`src/rtl/sram_arbiter_if.sv`:
```
// Bus bundle between the core's fetch/load-store ports, the arbiter and the SRAM macro.
// The arbiter takes the slave view; the core and SRAM side take the master view.
interface sram_arbiter_if;
    logic        inst_req;
    logic [31:0] inst_addr;
    logic        inst_ack;
    logic        inst_rvalid;
    logic [31:0] inst_rdata;

    logic        data_req;
    logic        data_wr;
    logic [3:0]  data_wstrb;
    logic [31:0] data_addr;
    logic [31:0] data_wdata;
    logic        data_ack;
    logic        data_rvalid;
    logic [31:0] data_rdata;

    logic        sram_en;
    logic [3:0]  sram_we;
    logic [31:0] sram_addr;
    logic [31:0] sram_wdata;
    logic [31:0] sram_rdata;

    modport slave (
        input  inst_req, inst_addr,
        input  data_req, data_wr, data_wstrb, data_addr, data_wdata,
        input  sram_rdata,
        output inst_ack, inst_rvalid, inst_rdata,
        output data_ack, data_rvalid, data_rdata,
        output sram_en, sram_we, sram_addr, sram_wdata
    );

    modport master (
        output inst_req, inst_addr,
        output data_req, data_wr, data_wstrb, data_addr, data_wdata,
        output sram_rdata,
        input  inst_ack, inst_rvalid, inst_rdata,
        input  data_ack, data_rvalid, data_rdata,
        input  sram_en, sram_we, sram_addr, sram_wdata
    );
endinterface

```
`src/rtl/sram_arbiter.sv`:
```
// Shares one synchronous-read SRAM between instruction fetch and load/store.
// Data has priority; a saturating counter forces a fetch grant after STARVE_LIMIT contended data wins.
module sram_arbiter #(
    parameter int STARVE_LIMIT = 4,
    parameter int CNT_W        = 3
) (
    input  logic          clk,
    input  logic          reset,
    sram_arbiter_if.slave bus
);

    logic [CNT_W-1:0] r_starve_cnt;
    logic             r_tag_inst;
    logic             r_tag_data;
    logic [31:0]      r_inst_hold;
    logic [31:0]      r_data_hold;

    logic w_starve_ok;
    logic w_data_grant;
    logic w_inst_grant;
    logic w_inst_rvalid;
    logic w_data_rvalid;

    // Signed compare keeps STARVE_LIMIT=0 meaningful: data then never wins a conflict.
    assign w_starve_ok   = int'(r_starve_cnt) < STARVE_LIMIT;
    assign w_data_grant  = !reset && bus.data_req && (!bus.inst_req || w_starve_ok);
    assign w_inst_grant  = !reset && bus.inst_req && !w_data_grant;

    assign bus.inst_ack  = w_inst_grant;
    assign bus.data_ack  = w_data_grant;
    assign bus.sram_en   = w_inst_grant || w_data_grant;
    assign bus.sram_we   = (w_data_grant && bus.data_wr) ? bus.data_wstrb : 4'b0000;
    assign bus.sram_wdata = w_data_grant ? bus.data_wdata : 32'h0;
    assign bus.sram_addr = w_data_grant ? bus.data_addr :
                           w_inst_grant ? bus.inst_addr : 32'h0;

    assign w_inst_rvalid   = r_tag_inst && !reset;
    assign w_data_rvalid   = r_tag_data && !reset;
    assign bus.inst_rvalid = w_inst_rvalid;
    assign bus.data_rvalid = w_data_rvalid;
    assign bus.inst_rdata  = w_inst_rvalid ? bus.sram_rdata : r_inst_hold;
    assign bus.data_rdata  = w_data_rvalid ? bus.sram_rdata : r_data_hold;

    always_ff @(posedge clk) begin
        if (reset) begin
            r_starve_cnt <= '0;
        end else if (!bus.inst_req || w_inst_grant) begin
            r_starve_cnt <= '0;
        end else if (w_data_grant && w_starve_ok) begin
            r_starve_cnt <= r_starve_cnt + CNT_W'(1);
        end
    end

    // Tags mark which requester owns the SRAM read data arriving next cycle; stores set none.
    always_ff @(posedge clk) begin
        if (reset) begin
            r_tag_inst <= 1'b0;
            r_tag_data <= 1'b0;
        end else begin
            r_tag_inst <= w_inst_grant;
            r_tag_data <= w_data_grant && !bus.data_wr;
        end
    end

    always_ff @(posedge clk) begin
        if (reset) begin
            r_inst_hold <= 32'h0;
            r_data_hold <= 32'h0;
        end else begin
            if (w_inst_rvalid) r_inst_hold <= bus.sram_rdata;
            if (w_data_rvalid) r_data_hold <= bus.sram_rdata;
        end
    end

endmodule

```
`src/flat_wrapper.sv`:
```
// flat-port wrapper written by rule: the top's interface ports become plain ports
module sram_arbiter_flat 
#(
    parameter int STARVE_LIMIT = 4,
    parameter int CNT_W        = 3
)
  (clk, reset, bus_inst_req, bus_inst_addr, bus_data_req, bus_data_wr, bus_data_wstrb, bus_data_addr, bus_data_wdata, bus_sram_rdata, bus_inst_ack, bus_inst_rvalid, bus_inst_rdata, bus_data_ack, bus_data_rvalid, bus_data_rdata, bus_sram_en, bus_sram_we, bus_sram_addr, bus_sram_wdata);
  sram_arbiter_if bus_i ();
  input  logic clk;
  input  logic reset;
  input wire logic [$bits(bus_i.inst_req)-1:0] bus_inst_req;
  input wire logic [$bits(bus_i.inst_addr)-1:0] bus_inst_addr;
  input wire logic [$bits(bus_i.data_req)-1:0] bus_data_req;
  input wire logic [$bits(bus_i.data_wr)-1:0] bus_data_wr;
  input wire logic [$bits(bus_i.data_wstrb)-1:0] bus_data_wstrb;
  input wire logic [$bits(bus_i.data_addr)-1:0] bus_data_addr;
  input wire logic [$bits(bus_i.data_wdata)-1:0] bus_data_wdata;
  input wire logic [$bits(bus_i.sram_rdata)-1:0] bus_sram_rdata;
  output wire logic [$bits(bus_i.inst_ack)-1:0] bus_inst_ack;
  output wire logic [$bits(bus_i.inst_rvalid)-1:0] bus_inst_rvalid;
  output wire logic [$bits(bus_i.inst_rdata)-1:0] bus_inst_rdata;
  output wire logic [$bits(bus_i.data_ack)-1:0] bus_data_ack;
  output wire logic [$bits(bus_i.data_rvalid)-1:0] bus_data_rvalid;
  output wire logic [$bits(bus_i.data_rdata)-1:0] bus_data_rdata;
  output wire logic [$bits(bus_i.sram_en)-1:0] bus_sram_en;
  output wire logic [$bits(bus_i.sram_we)-1:0] bus_sram_we;
  output wire logic [$bits(bus_i.sram_addr)-1:0] bus_sram_addr;
  output wire logic [$bits(bus_i.sram_wdata)-1:0] bus_sram_wdata;
  assign bus_i.inst_req = bus_inst_req;
  assign bus_i.inst_addr = bus_inst_addr;
  assign bus_i.data_req = bus_data_req;
  assign bus_i.data_wr = bus_data_wr;
  assign bus_i.data_wstrb = bus_data_wstrb;
  assign bus_i.data_addr = bus_data_addr;
  assign bus_i.data_wdata = bus_data_wdata;
  assign bus_i.sram_rdata = bus_sram_rdata;
  assign bus_inst_ack = bus_i.inst_ack;
  assign bus_inst_rvalid = bus_i.inst_rvalid;
  assign bus_inst_rdata = bus_i.inst_rdata;
  assign bus_data_ack = bus_i.data_ack;
  assign bus_data_rvalid = bus_i.data_rvalid;
  assign bus_data_rdata = bus_i.data_rdata;
  assign bus_sram_en = bus_i.sram_en;
  assign bus_sram_we = bus_i.sram_we;
  assign bus_sram_addr = bus_i.sram_addr;
  assign bus_sram_wdata = bus_i.sram_wdata;
  sram_arbiter #(.STARVE_LIMIT(STARVE_LIMIT), .CNT_W(CNT_W)) u_core (.clk(clk), .reset(reset), .bus(bus_i));
endmodule
```
`config.mk`:
```
export PLATFORM = sky130hd
export DESIGN_NAME = sram_arbiter_flat
export DESIGN_NICKNAME = d
export VERILOG_FILES = /design/src/rtl/sram_arbiter_if.sv /design/src/rtl/sram_arbiter.sv /design/src/flat_wrapper.sv
export SDC_FILE = /design/constraint.sdc
export NUM_CORES = 1
export LEC_CHECK = 0
export ABC_AREA = 1
export CAP_MARGIN = 20
export CORE_MARGIN = 3
export CORE_UTILIZATION = 25
export CTS_BUF_LIST = sky130_fd_sc_hd__clkbuf_16
export DETAILED_ROUTE_END_ITERATION = 12
export GPL_TIMING_DRIVEN = 0
export HOLD_SLACK_MARGIN = 0.06
export PLACE_DENSITY = 0.67
export SKIP_LAST_GASP = 1
export SYNTH_ARGS = -nofsm -noshare
export SYNTH_HDL_FRONTEND = slang
export SYNTH_SLANG_ARGS = --single-unit
```
`constraint.sdc`:
```
create_clock -name clk -period 2.1 [get_ports clk]
set_input_delay 0.42 -clock clk [delete_from_list [all_inputs] [get_ports clk]]
set_output_delay 0.42 -clock clk [all_outputs]
set_load 0.05 [all_outputs]
```
* Word-level counts from Yosys, hierarchy flattened
Cells that the tools add are included.
** Word-level totals
- Register bits after elaboration :: 69
- Output and inout bits :: 137
- Input bits :: 137
- Logic and storage cells :: 30
** Cells by class
- Add/subtract/negate cells :: 1
- Multiplexer cells :: 6
- Order comparisons :: 1
- Reductions and logical operators :: 17
** Operators with widths (count)
- $mux W32 :: 5
- $logic_and A1 B1 Y1 :: 9
- $logic_not A1 Y1 :: 4
- $mux W4 :: 1
- $add A3 B1 Y3 const B :: 1
- $logic_or A1 B1 Y1 :: 3
- $lt A3 B3 Y1 const B :: 1
- $reduce_or A2 Y1 :: 1

* Longest topological paths before layout
- Depth after elaboration :: 7
- Gate-level depth with buffers :: 6
- Mapped depth without buffers :: 5

* Worst setup path after synthesis
OpenSTA, ideal clock, no wires.
- Path kind :: in2out
- Start point :: in reset
- End point :: out bus_sram_en
- Arrival time :: 1.679 ns
- Path buffers :: 1
- Path slack :: 0.001 ns
- Stages on the path :: 2
- Data required time :: 1.680 ns
- Cell sequence :: buf_2 o21ai_0
** Between the ends
- Longest elaborated chain between the ends :: 6
- Elaborated cells on any way between the ends :: 7
- Those cells by class :: reduce/logical (7)
** Ends and longest elaborated chain
- start: declaration :: RTL line flat_wrapper.sv:10 : input logic reset;
- $logic_not A1 Y1 (*) :: RTL line sram_arbiter.sv:26, sram_arbiter.sv:27
- $logic_and A1 B1 Y1 (2 in a row) :: RTL line sram_arbiter.sv:26 : assign w_data_grant = !reset && bus.data_req && (!bus.inst_req || w_starve_ok);
- $logic_not A1 Y1 :: RTL line sram_arbiter.sv:27 : assign w_inst_grant = !reset && bus.inst_req && !w_data_grant;
- $logic_and A1 B1 Y1 :: RTL line sram_arbiter.sv:27
- $logic_or A1 B1 Y1 (*) :: RTL line sram_arbiter.sv:31 : assign bus.sram_en = w_inst_grant || w_data_grant;
- end: declaration :: RTL line flat_wrapper.sv:25 : output wire logic [$bits(bus_i.sram_en)-1:0] bus_sram_en;
Mark *: on every way between the ends. The rest lies on a longest branch, timed or not.

* Worst setup path in the final report
- Start point :: in bus_inst_req
- End point :: out bus_sram_addr[3]
** Between the ends
- Longest elaborated chain between the ends :: 7
- Elaborated cells on any way between the ends :: 8
- Those cells by class :: mux (2); reduce/logical (6)
** Ends and longest elaborated chain
- start: declaration :: RTL line flat_wrapper.sv:11 : input wire logic [$bits(bus_i.inst_req)-1:0] bus_inst_req;
- $logic_not A1 Y1 :: RTL line sram_arbiter.sv:26
- $logic_or A1 B1 Y1 :: RTL line sram_arbiter.sv:26
- $logic_and A1 B1 Y1 :: RTL line sram_arbiter.sv:26
- $logic_not A1 Y1 :: RTL line sram_arbiter.sv:27
- $logic_and A1 B1 Y1 :: RTL line sram_arbiter.sv:27
- $mux W32 :: RTL line sram_arbiter.sv:35 : w_inst_grant ? bus.inst_addr : 32'h0;
- $mux W32 (*) :: RTL line sram_arbiter.sv:34 : assign bus.sram_addr = w_data_grant ? bus.data_addr :
- end: declaration :: RTL line flat_wrapper.sv:27 : output wire logic [$bits(bus_i.sram_addr)-1:0] bus_sram_addr;
Marks and branches as above.

==> run_results.csv <==
group,metric,value,unit
power_and_ir_drop,design_power_total,4.20,mW
place,place_ws,-0.987,ns
sta,setup_violations,0,
worst_hold_path,hold_path_depth,1,
clock_tree,clock_sinks,69,
clock_tree,numCtsBuffers,9,
clock_tree,clk_latency,0.32,ns
logic_synthesis,synth_cell_types,11,
sta,rsz0062_at_grt,"no",
critical_path,cp_max_fo,7,
layout,nNetsFinal,1148,
die,dieArea,0.0177,mm²
clock_tree,h-tree-depth,3,
die,start_util,0.260,
layout,layout-drive-gt1-share,0.208,
layout,syn_to_final_growth,78.4,%
critical_path,crit_required,1.68,ns
sta,timing.hold.ws,0.425,ns
grt,grt_overflow,0,
grt,grt_pass1_wl,24700,µm
grt,grt_use_met1,0.186,
grt,met3_usage,0.0710,
place,routabilityCongestion,0.904,
sta,final_hold_viol_count,0,
critical_path,crit_type,"input port to output pin",
die,die_h,133,µm
clock_tree,hold_buffers,0,
layout,stdcell_count,1227,
logic_synthesis,yosysWarnings,0,
clock_tree,root_buffer,"clkbuf_16",
critical_path,r2r-end,"u_core.r_inst_hold[13]$_SDFF_PP0_",
die,ios,274,
sta,clock.fmax,0.494,GHz
logic_synthesis,ys_seq_elements,69,
power_and_ir_drop,peakVddDrop,0.291,mV
place,placedCellCount,1207,
worst_hold_path,whs_endpoint,"u_core.r_starve_cnt[0]$_SDFFE_PP0P_",
critical_path,reg2reg_slack,0.97,ns
critical_path,end_kind,"output pin",
detailed_routing,drc,0,
die,die_w,133,µm
grt,grt.busiest_layer,"met2",
logic_synthesis,ys_seq_area_frac,0.341,
logic_synthesis,synth_area_per_cell,5.59,µm²
die,core,0.0155,mm²
detailed_routing,vias_per_cell,4.03,
sta,tightest_slew,0.566,ns
clock_tree,cts_tree,"built",
grt,grt_max_degree,11,
outcome,run_status,"completed",
place,port-buffer-count,273,
power_and_ir_drop,p_leak,4.29,nW
sta,min_period,2.03,ns
sta,setup_total_negative_slack,0,ns
detailed_routing,wl,16000,µm
critical_path,critical_path_arrival,1.61,ns
power_and_ir_drop,p_per_area,581,mW/mm²
detailed_routing,drt-initial-drc-count,214,
grt,first_global_vias,4697,
sta,skew,0.00554,ns
critical_path,worstReg2RegStart,"u_core.r_tag_inst$_SDFF_PP0_",
worst_hold_path,worstHoldStart,"u_core.r_starve_cnt[0]$_SDFFE_PP0P_",
grt,grtUsageMet2,0.314,
detailed_routing,vias,4945,
critical_path,critical_path.startpoint_type,"input port",
run,drv_cap,0,
grt,antenna_found_initial,1,
detailed_routing,wl_per_cell,13.1,µm
die,rows,45,
place,place_hpwl,12900,µm
logic_synthesis,synth_nets,861,
sta,finalCritPeriodShare,0.964,
critical_path,reg2reg_depth,5,
detailed_routing,postRouteAntennaNets,0,
logic_synthesis,syn_inst,723,
worst_hold_path,min_path_type,"flip-flop to flip-flop",
sta,drv_slew,0,
detailed_routing,first_pass_iters,4,
sta,slew_headroom,0.623,
clock_tree,clock_path_buffers,2,
logic_synthesis,syn_area,0.00405,mm²
grt,grt_usage,0.175,
clock_tree,clk_pin_slew,0.05,ns
sta,worst_slack,0.0748,ns
==> per-stage QoR <==
stage | utilization | cell area, µm²
2_1_floorplan | - | 4050
3_3_place_gp | 0.453 | 7040
3_5_place_dp | 0.453 | 7040
4_1_cts | 0.456 | 7080
5_1_grt | 0.464 | 7220
6_report | 0.464 | 7220
==> repair_timing <==
action                     in CTS  in global routing
setup buffers                   0                  2
cloned                          1                  0
setup endpoints to repair     137                130
pin swaps                       0                  1
resized for setup             826                 52
==> final cells by class <==
class,instances,area (µm²)
buffer,43,313
tap,211,264
multi-input combinational,404,1760
antenna,1,2.50
timing repair buffer,276,2460
inverter,207,782
clock buffer,9,225
clock inverter,7,26.3
sequential,69,1380
fill,1723,8320
==> Yosys cell counts (all sizes together) <==
library cell,count,area [µm²]
inv,207,777
dfxtp,69,1380
buf,32,155
clkbuf,11,41.3
nand2,166,623
ha,1,12.5
nand3,131,656
nor2,105,394
o21ai,1,5.00
==> cell families after synthesis <==
| kind of cell | after synthesis | share of synthesized area |
|---|---|---|
| adder cells (fa/ha/maj) | 1 | 0.00309 |
| flip-flops | 69 | 0.341 |
| buffers and inverters | 250 | 0.241 |
| AO/OA/AOI/OAI | 1 | 0.00124 |
| AND/OR/NAND/NOR | 402 | 0.414 |
==> critical path, stage by stage <==
cell and delay [ns]:
dlygate4sd2_1 0.27, inv_1 0.10, nor2_4 0.20, buf_4 0.15
buf_6 0.11, nand3_1 0.09, nand2_1 0.08, buf_4 0.19
==> worst max-delay path by stage <==
stage,start,end,slack (ns)
floorplan,reset,bus_sram_en,0.0008
global placement,reset,bus_sram_wdata[20],-0.98
detailed placement,reset,bus_sram_wdata[20],-0.99
CTS,bus_data_req,bus_sram_wdata[8],-0.03
global route,u_core.r_tag_data$_SDFF_PP0_,bus_data_rdata[0],0.0008
finish,bus_inst_req,bus_sram_addr[3],0.07
==> sequential cells by signal, indices dropped and copies added, names as in the netlist <==
signal               flops
u_core.r_inst_hold      32
u_core.r_starve_cnt      3
u_core.r_tag_data        1
u_core.r_data_hold      32
u_core.r_tag_inst        1
==> layout by cell type (no fill, tap or decap), types with 2 or more instances in the layout <==
cell and count:
buf_6 35, clkdlybuf4s50_1 133, clkbuf_16 9, clkbuf_4 15
dfxtp_1 69, buf_2 32, nand2_1 161, buf_1 2
nor2_1 89, nand2_2 4, inv_1 208, nand3_1 130
clkdlybuf4s15_2 8, clkbuf_2 6, clkbuf_1 4, buf_4 82
nor2_2 15, clkinv_1 4
==> power by group <==
group	switching, mW	total (mW)	leakage (nW)	internal, mW
clock	0.520	1.29	0.133	0.769
sequential	0.0121	1.38	0.562	1.36
combinational	0.975	1.53	3.60	0.556
==> metal layers <==
layer  vias up  share of wire
li1       2651              -
met1      2096           0.37
met2       177           0.50
met3        21           0.10
met4         0          0.027
met5         -              0
Note: power is estimated with default switching activity, not from simulation.
